## src/rtl/ysyx_22050019_rd_arbiter.sv

```systemverilog
// Two-master round-robin read arbiter in front of the memory-side AXI AR/R port.
// One outstanding single-beat read; registered slave AR, combinational R return.
module ysyx_22050019_rd_arbiter #(
  parameter int ADDR_WIDTH = 32,
  parameter int DATA_WIDTH = 64
) (
  input  logic                  clk,
  input  logic                  rst,
  input  logic                  m0_ar_valid,
  output logic                  m0_ar_ready,
  input  logic [ADDR_WIDTH-1:0] m0_ar_addr,
  output logic                  m0_r_valid,
  input  logic                  m0_r_ready,
  output logic [DATA_WIDTH-1:0] m0_r_data,
  output logic [1:0]            m0_r_resp,
  input  logic                  m1_ar_valid,
  output logic                  m1_ar_ready,
  input  logic [ADDR_WIDTH-1:0] m1_ar_addr,
  output logic                  m1_r_valid,
  input  logic                  m1_r_ready,
  output logic [DATA_WIDTH-1:0] m1_r_data,
  output logic [1:0]            m1_r_resp,
  output logic                  s_ar_valid,
  input  logic                  s_ar_ready,
  output logic [ADDR_WIDTH-1:0] s_ar_addr,
  input  logic                  s_r_valid,
  output logic                  s_r_ready,
  input  logic [DATA_WIDTH-1:0] s_r_data,
  input  logic [1:0]            s_r_resp,
  output logic                  rd_err_o
);

  typedef enum logic [1:0] {
    S_IDLE,
    S_AR,
    S_R
  } state_t;

  state_t                r_state;
  state_t                w_state_nxt;
  logic                  r_grant;
  logic                  r_last_grant;
  logic                  r_s_ar_valid;
  logic                  r_rd_err;
  logic [ADDR_WIDTH-1:0] r_addr;

  logic w_idle;
  logic w_any;
  logic w_sel;
  logic w_ar_hs;
  logic w_s_r_ready;
  logic w_s_r_hs;

  assign w_idle  = (r_state == S_IDLE);
  assign w_any   = m0_ar_valid | m1_ar_valid;
  assign w_ar_hs = w_idle & w_any & ~rst;

  // Pick a master: the lone requester, or the one not served last time.
  always_comb begin
    w_sel = 1'b0;
    if (m0_ar_valid && m1_ar_valid)
      w_sel = ~r_last_grant;
    else if (m1_ar_valid)
      w_sel = 1'b1;
  end

  assign m0_ar_ready = w_ar_hs & ~w_sel;
  assign m1_ar_ready = w_ar_hs &  w_sel;

  // Next-state logic for the IDLE -> AR -> R transaction sequence.
  always_comb begin
    w_state_nxt = r_state;
    unique case (r_state)
      S_IDLE: if (w_ar_hs) w_state_nxt = S_AR;
      S_AR:   if (s_ar_ready) w_state_nxt = S_R;
      S_R:    if (w_s_r_hs) w_state_nxt = S_IDLE;
      default: w_state_nxt = S_IDLE;
    endcase
  end

  // State register.
  always_ff @(posedge clk or posedge rst) begin
    if (rst) r_state <= S_IDLE;
    else     r_state <= w_state_nxt;
  end

  // R channel routed to the granted master only while in R.
  always_comb begin
    w_s_r_ready = 1'b0;
    m0_r_valid  = 1'b0;
    m0_r_data   = '0;
    m0_r_resp   = 2'b00;
    m1_r_valid  = 1'b0;
    m1_r_data   = '0;
    m1_r_resp   = 2'b00;
    if (r_state == S_R) begin
      if (r_grant) begin
        w_s_r_ready = m1_r_ready;
        m1_r_valid  = s_r_valid;
        m1_r_data   = s_r_data;
        m1_r_resp   = s_r_resp;
      end else begin
        w_s_r_ready = m0_r_ready;
        m0_r_valid  = s_r_valid;
        m0_r_data   = s_r_data;
        m0_r_resp   = s_r_resp;
      end
    end
  end

  assign w_s_r_hs  = (r_state == S_R) & s_r_valid & w_s_r_ready;
  assign s_r_ready = w_s_r_ready;

  // Grant, slave AR register, round-robin history and sticky error.
  always_ff @(posedge clk or posedge rst) begin
    if (rst) begin
      r_grant      <= 1'b0;
      r_last_grant <= 1'b1;
      r_s_ar_valid <= 1'b0;
      r_addr       <= '0;
      r_rd_err     <= 1'b0;
    end else begin
      if (w_ar_hs) begin
        r_grant      <= w_sel;
        r_addr       <= w_sel ? m1_ar_addr : m0_ar_addr;
        r_s_ar_valid <= 1'b1;
      end
      if (r_state == S_AR && s_ar_ready)
        r_s_ar_valid <= 1'b0;
      if (w_s_r_hs) begin
        r_last_grant <= r_grant;
        if (s_r_resp != 2'b00)
          r_rd_err <= 1'b1;
      end
    end
  end

  assign s_ar_valid = r_s_ar_valid;
  assign s_ar_addr  = r_addr;
  assign rd_err_o   = r_rd_err;

endmodule

```

## config.mk

```make
export PLATFORM = sky130hd
export DESIGN_NAME = ysyx_22050019_rd_arbiter
export DESIGN_NICKNAME = d
export VERILOG_FILES = /design/src/rtl/ysyx_22050019_rd_arbiter.sv
export SDC_FILE = /design/constraint.sdc
export NUM_CORES = 1
export LEC_CHECK = 0
export ABC_AREA = 0
export ABC_CLOCK_PERIOD_IN_PS = 3300
export BUFFER_PORTS_ARGS = -buffer_cell sky130_fd_sc_hd__buf_2
export CAP_MARGIN = 20
export CORE_AREA = 4 4 119 121
export CTS_CLUSTER_DIAMETER = 60
export CTS_CLUSTER_SIZE = 20
export DETAILED_ROUTE_END_ITERATION = 10
export DIE_AREA = 0 0 123 125
export GPL_TIMING_DRIVEN = 0
export RECOVER_POWER = 50
export SLEW_MARGIN = 5
export SYNTH_ARGS = -nofsm -noshare
export SYNTH_HDL_FRONTEND = slang
export SYNTH_SLANG_ARGS = --single-unit
```

## constraint.sdc

```tcl
create_clock -name clk -period 3.3 [get_ports clk]
set_input_delay 0.165 -clock clk [delete_from_list [all_inputs] [get_ports clk]]
set_output_delay 0.165 -clock clk [all_outputs]
set_load 0.1 [all_outputs]
```

**Yosys cells after proc, flatten, opt, wreduce, memory -nomap -nowiden**

Index checks and enable logic that the tools add are counted.

- Equality and inequality tests: 5
- Mux-type cells: 23
- Bitwise logic cells: 10
- Reductions and logical operators: 7

Operators by type and width:

| kind | count |
|---|---|
| 64-bit two-way mux | 4 |
| 32-bit two-way mux | 1 |
| 2-bit two-way mux | 7 |
| 1-bit two-way mux | 10 |
| 1-bit AND | 6 |
| 2-bit case mux with 3 select lines | 1 |
| 2-bit inequality test (second input constant) | 2 |
| 2-bit nonzero test | 2 |
| 1-bit NOT | 3 |
| 3-bit AND reduction | 1 |
| 2-bit by 1-bit equality test with 1-bit output (second input constant) | 1 |
| 2-bit equality test (second input constant) | 1 |
| 1-bit logical AND | 2 |
| 2-bit zero test | 1 |
| 2-bit by 1-bit inequality test with 1-bit output (second input constant) | 1 |
| 2-bit AND reduction | 1 |
| 1-bit bitwise OR | 1 |

- Bits in registers: 38
- Input port bits: 138
- Output and inout port bits: 171

**Depth between registers and ports, before layout**

- Word-level depth: 5
- Gate-level depth with buffers: 6
- Mapped depth without buffers: 3

**Worst setup path before layout**

No wires, ideal clock.

- Kind: flip-flop to output port
- Start point: reg r_state[1]
- End point: out m0_ar_ready
- Data arrival time: 3273 ps
- Data required time: 3135 ps
- Path slack: -138 ps
- Cell stages (with the launch flop): 5
- Path buffers: 2
- Path through: dfrtp_1 or3_1 buf_6 buf_8 nor3b_1

- Cells in the longest elaborated chain, start to end: 4

RTL lines:

| item | RTL line | text |
|---|---|---|
| from (decl) | 39 | `state_t r_state;` |
| from (signal assigned) | 84 | `else r_state <= w_state_nxt;` |
| 2-bit zero test | 54 | `assign w_idle = (r_state == S_IDLE);` |
| 1-bit AND (2 in a row) | 56 | `assign w_ar_hs = w_idle & w_any & ~rst;` |
| 1-bit AND | 67 | `assign m0_ar_ready = w_ar_hs & ~w_sel;` |
| to (decl) | 10 | `output logic m0_ar_ready,` |

No other way between the ends.

**Worst setup path after layout**

- Start point: reg r_state[0]
- End point: out m1_r_data[36]

- Cells in the longest elaborated chain, start to end: 2

RTL lines:

| item | RTL line | text |
|---|---|---|
| 2-bit equality test | 96 | `if (r_state == S_R) begin` |
| 64-bit two-way mux | 96 |  |
| to (decl) | 21 | `output logic [DATA_WIDTH-1:0] m1_r_data,` |

No other way between the ends.

==> flow_summary.json <==
{
  "outcome": "finished clean",
  "layout_commonest_cell": "buf_2",
  "drc": 0,
  "critPathKind": "register to output port",
  "grt_pass1_vias": 3583,
  "ys_seq_area_frac": 0.330,
  "syn_avg_cell_area_um2": 8.83,
  "cp_max_fo": 10,
  "start_util": 0.221,
  "ios": 309,
  "gp_congestion": 0.842,
  "ant_nets": 0,
  "wire_per_inst_um": 16.6,
  "nFillCells": 1408,
  "clock-root-buffer": "clkbuf_16",
  "htreeDepth": 2,
  "final_area_mm2": 0.00479,
  "setup_viol": 0,
  "die_w_um": 123,
  "vias_per_cell": 4.31,
  "dr.pass1.iters": 4,
  "multi_input_area_mm2": 0.00175,
  "cts_made_buffers": 5,
  "syn_inst": 327,
  "cts_tree": "done",
  "portBuffers": 307,
  "period_minus_slack_ps": 2560,
  "cp_top_family": "buffers and inverters",
  "postSynth.asyncResetShare": 1.00,
  "clkTransAtPathRegs_ps": 60,
  "drive_above_1_share": 0.488,
  "fin_worst_skew_ps": 5.15,
  "vias": 3538,
  "start_kind": "register",
  "crit_path_max_incr_delay_ps": 440,
  "dp_hpwl_um": 11500,
  "syn_area_mm2": 0.00289,
  "required_ps": 3130,
  "synthDistinctLibCells": 30,
  "worst-path-buf-inv": 3,
  "finalCritPeriodShare": 0.775,
  "grt_pass1_wl_um": 20000,
  "placed_area_mm2": 0.00468,
  "hold_class": "input pin to register",
  "max-clock-path-buffers": 2,
  "slowest_stage": "dfrtp_1",
  "wl_um": 13700,
  "path_cells": "and3b_1 > buf_1 > clkbuf_1 > and2_1 > buf_2",
  "clock_latency_ps": 280,
  "tightest_slew_ps": 1220,
  "yosys_warnings": 0,
  "grt_max_degree": 23,
  "dieHeight_um": 125,
  "register_area_um2": 952,
  "slew_viol_final": 0,
  "grt_antenna_before_repair": 3,
  "grt.overflow.total": 0,
  "fin_nets": 781,
  "area_growth_pct": 65.9,
  "cts.sinks": 38,
  "place_ws_ps": 989,
  "ys_ff_latch": 38,
  "cp-end-kind": "output port",
  "cts_setup_buffers": 0,
  "hold_viol_final": 0,
  "fin_setup_tns_ps": 0,
  "placementRows": 42,
  "layout_common_cells": "268 x buf_2, 133 x and2_1, 67 x clkbuf_1",
  "synth_ff_type": "dfrtp_1",
  "setup_ws_ps": 741,
  "syn-num-nets": 465,
  "fp.coreArea_mm2": 0.0131,
  "drt_iter0_drc": 147,
  "cap_violations": 0,
  "grt_usage": 0.166,
  "relSlewSlack": 0.189,
  "fmax_mhz": 391,
  "dieArea_mm2": 0.0154,
  "synth_edf_count": 0,
  "cp.arrival_ps": 2390,
  "rsz0062_at_grt": "no"
}
==> per-stage QoR <==
step	hold WS [ps]	utilization	cells
2_1_floorplan	272	-	327
3_3_place_gp	375	0.355	810
3_5_place_dp	225	0.358	811
4_1_cts	76.3	0.373	820
5_1_grt	88.5	0.366	821
6_report	81.5	0.366	821
==> layer usage <==
layer	track usage	share of wire	vias to the layer above
met5	0	0.00095	-
met4	0.0528	0.020	2
met3	0.0303	0.074	17
met2	0.292	0.50	172
met1	0.204	0.40	1613
li1	-	-	1734
==> synth_stat cells (2+ instances only) <==
library cell / number / share of area
nand2_1: 34 / 0.044
nor2b_1: 2 / 0.0043
and3b_1: 2 / 0.0061
nor3_2: 30 / 0.10
and2_1: 135 / 0.29
a221o_2: 2 / 0.0078
a221o_1: 30 / 0.10
nor2_1: 2 / 0.0026
nand2b_1: 2 / 0.0043
dfrtp_1: 37 / 0.32
buf_2: 12 / 0.021
buf_8: 3 / 0.016
inv_1: 2 / 0.0026
clkbuf_1: 15 / 0.019
o21ai_0: 2 / 0.0035
nor3_1: 3 / 0.0052
==> what timing repair did <==
item	in CTS	in global routing
endpoints found under the setup margin	0	0
hold endpoints to repair	15	0
gates resized for setup	0	0
hold buffers	1	0
==> area by class of cell <==
type                    instances  share of cell area
repair buffers                309               0.311
clock inverters                 3              0.0144
well taps                     176              0.0460
diodes                          1            0.000522
clock buffers                   5              0.0261
plain buffers                  33              0.0376
flip-flops and latches         38               0.199
inverters                       2             0.00157
multi-input cells             254               0.364
==> path summary, 6_finish.rpt <==
check	startpoint	end	slack, ps	cells after the start
min reg2reg	rd_err_o	rd_err_o	480	1
min in group asynchronous	rst	s_ar_addr[15]	580	3
max	r_state[0]	m1_r_data[36]	740	5
min	s_ar_ready	r_state[0]	80	2
max in group asynchronous	rst	s_ar_addr[29]	1200	4
max reg2reg	r_state[1]	s_ar_addr[10]	1270	4
==> logic make-up (layout without fill, tap and decap cells) <==
family | Yosys count | after routing | share of synthesized area
multiplexers | 1 | 1 | 0.00390
AND/OR/NAND/NOR | 214 | 214 | 0.473
AO/OA/AOI/OAI | 39 | 39 | 0.128
flip-flops | 38 | 38 | 0.330
buffers and inverters | 35 | 352 | 0.0663
other | 0 | 1 | 0
==> flip-flops by register name, indices dropped and copies added (netlist names) <==
signal and count:
r_last_grant 1, r_state 2, s_ar_addr 32, r_grant 1
s_ar_valid 1, rd_err_o 1
Power is not shown: default switching activity piles up to over one toggle a cycle in this logic, so the estimate is an artifact.
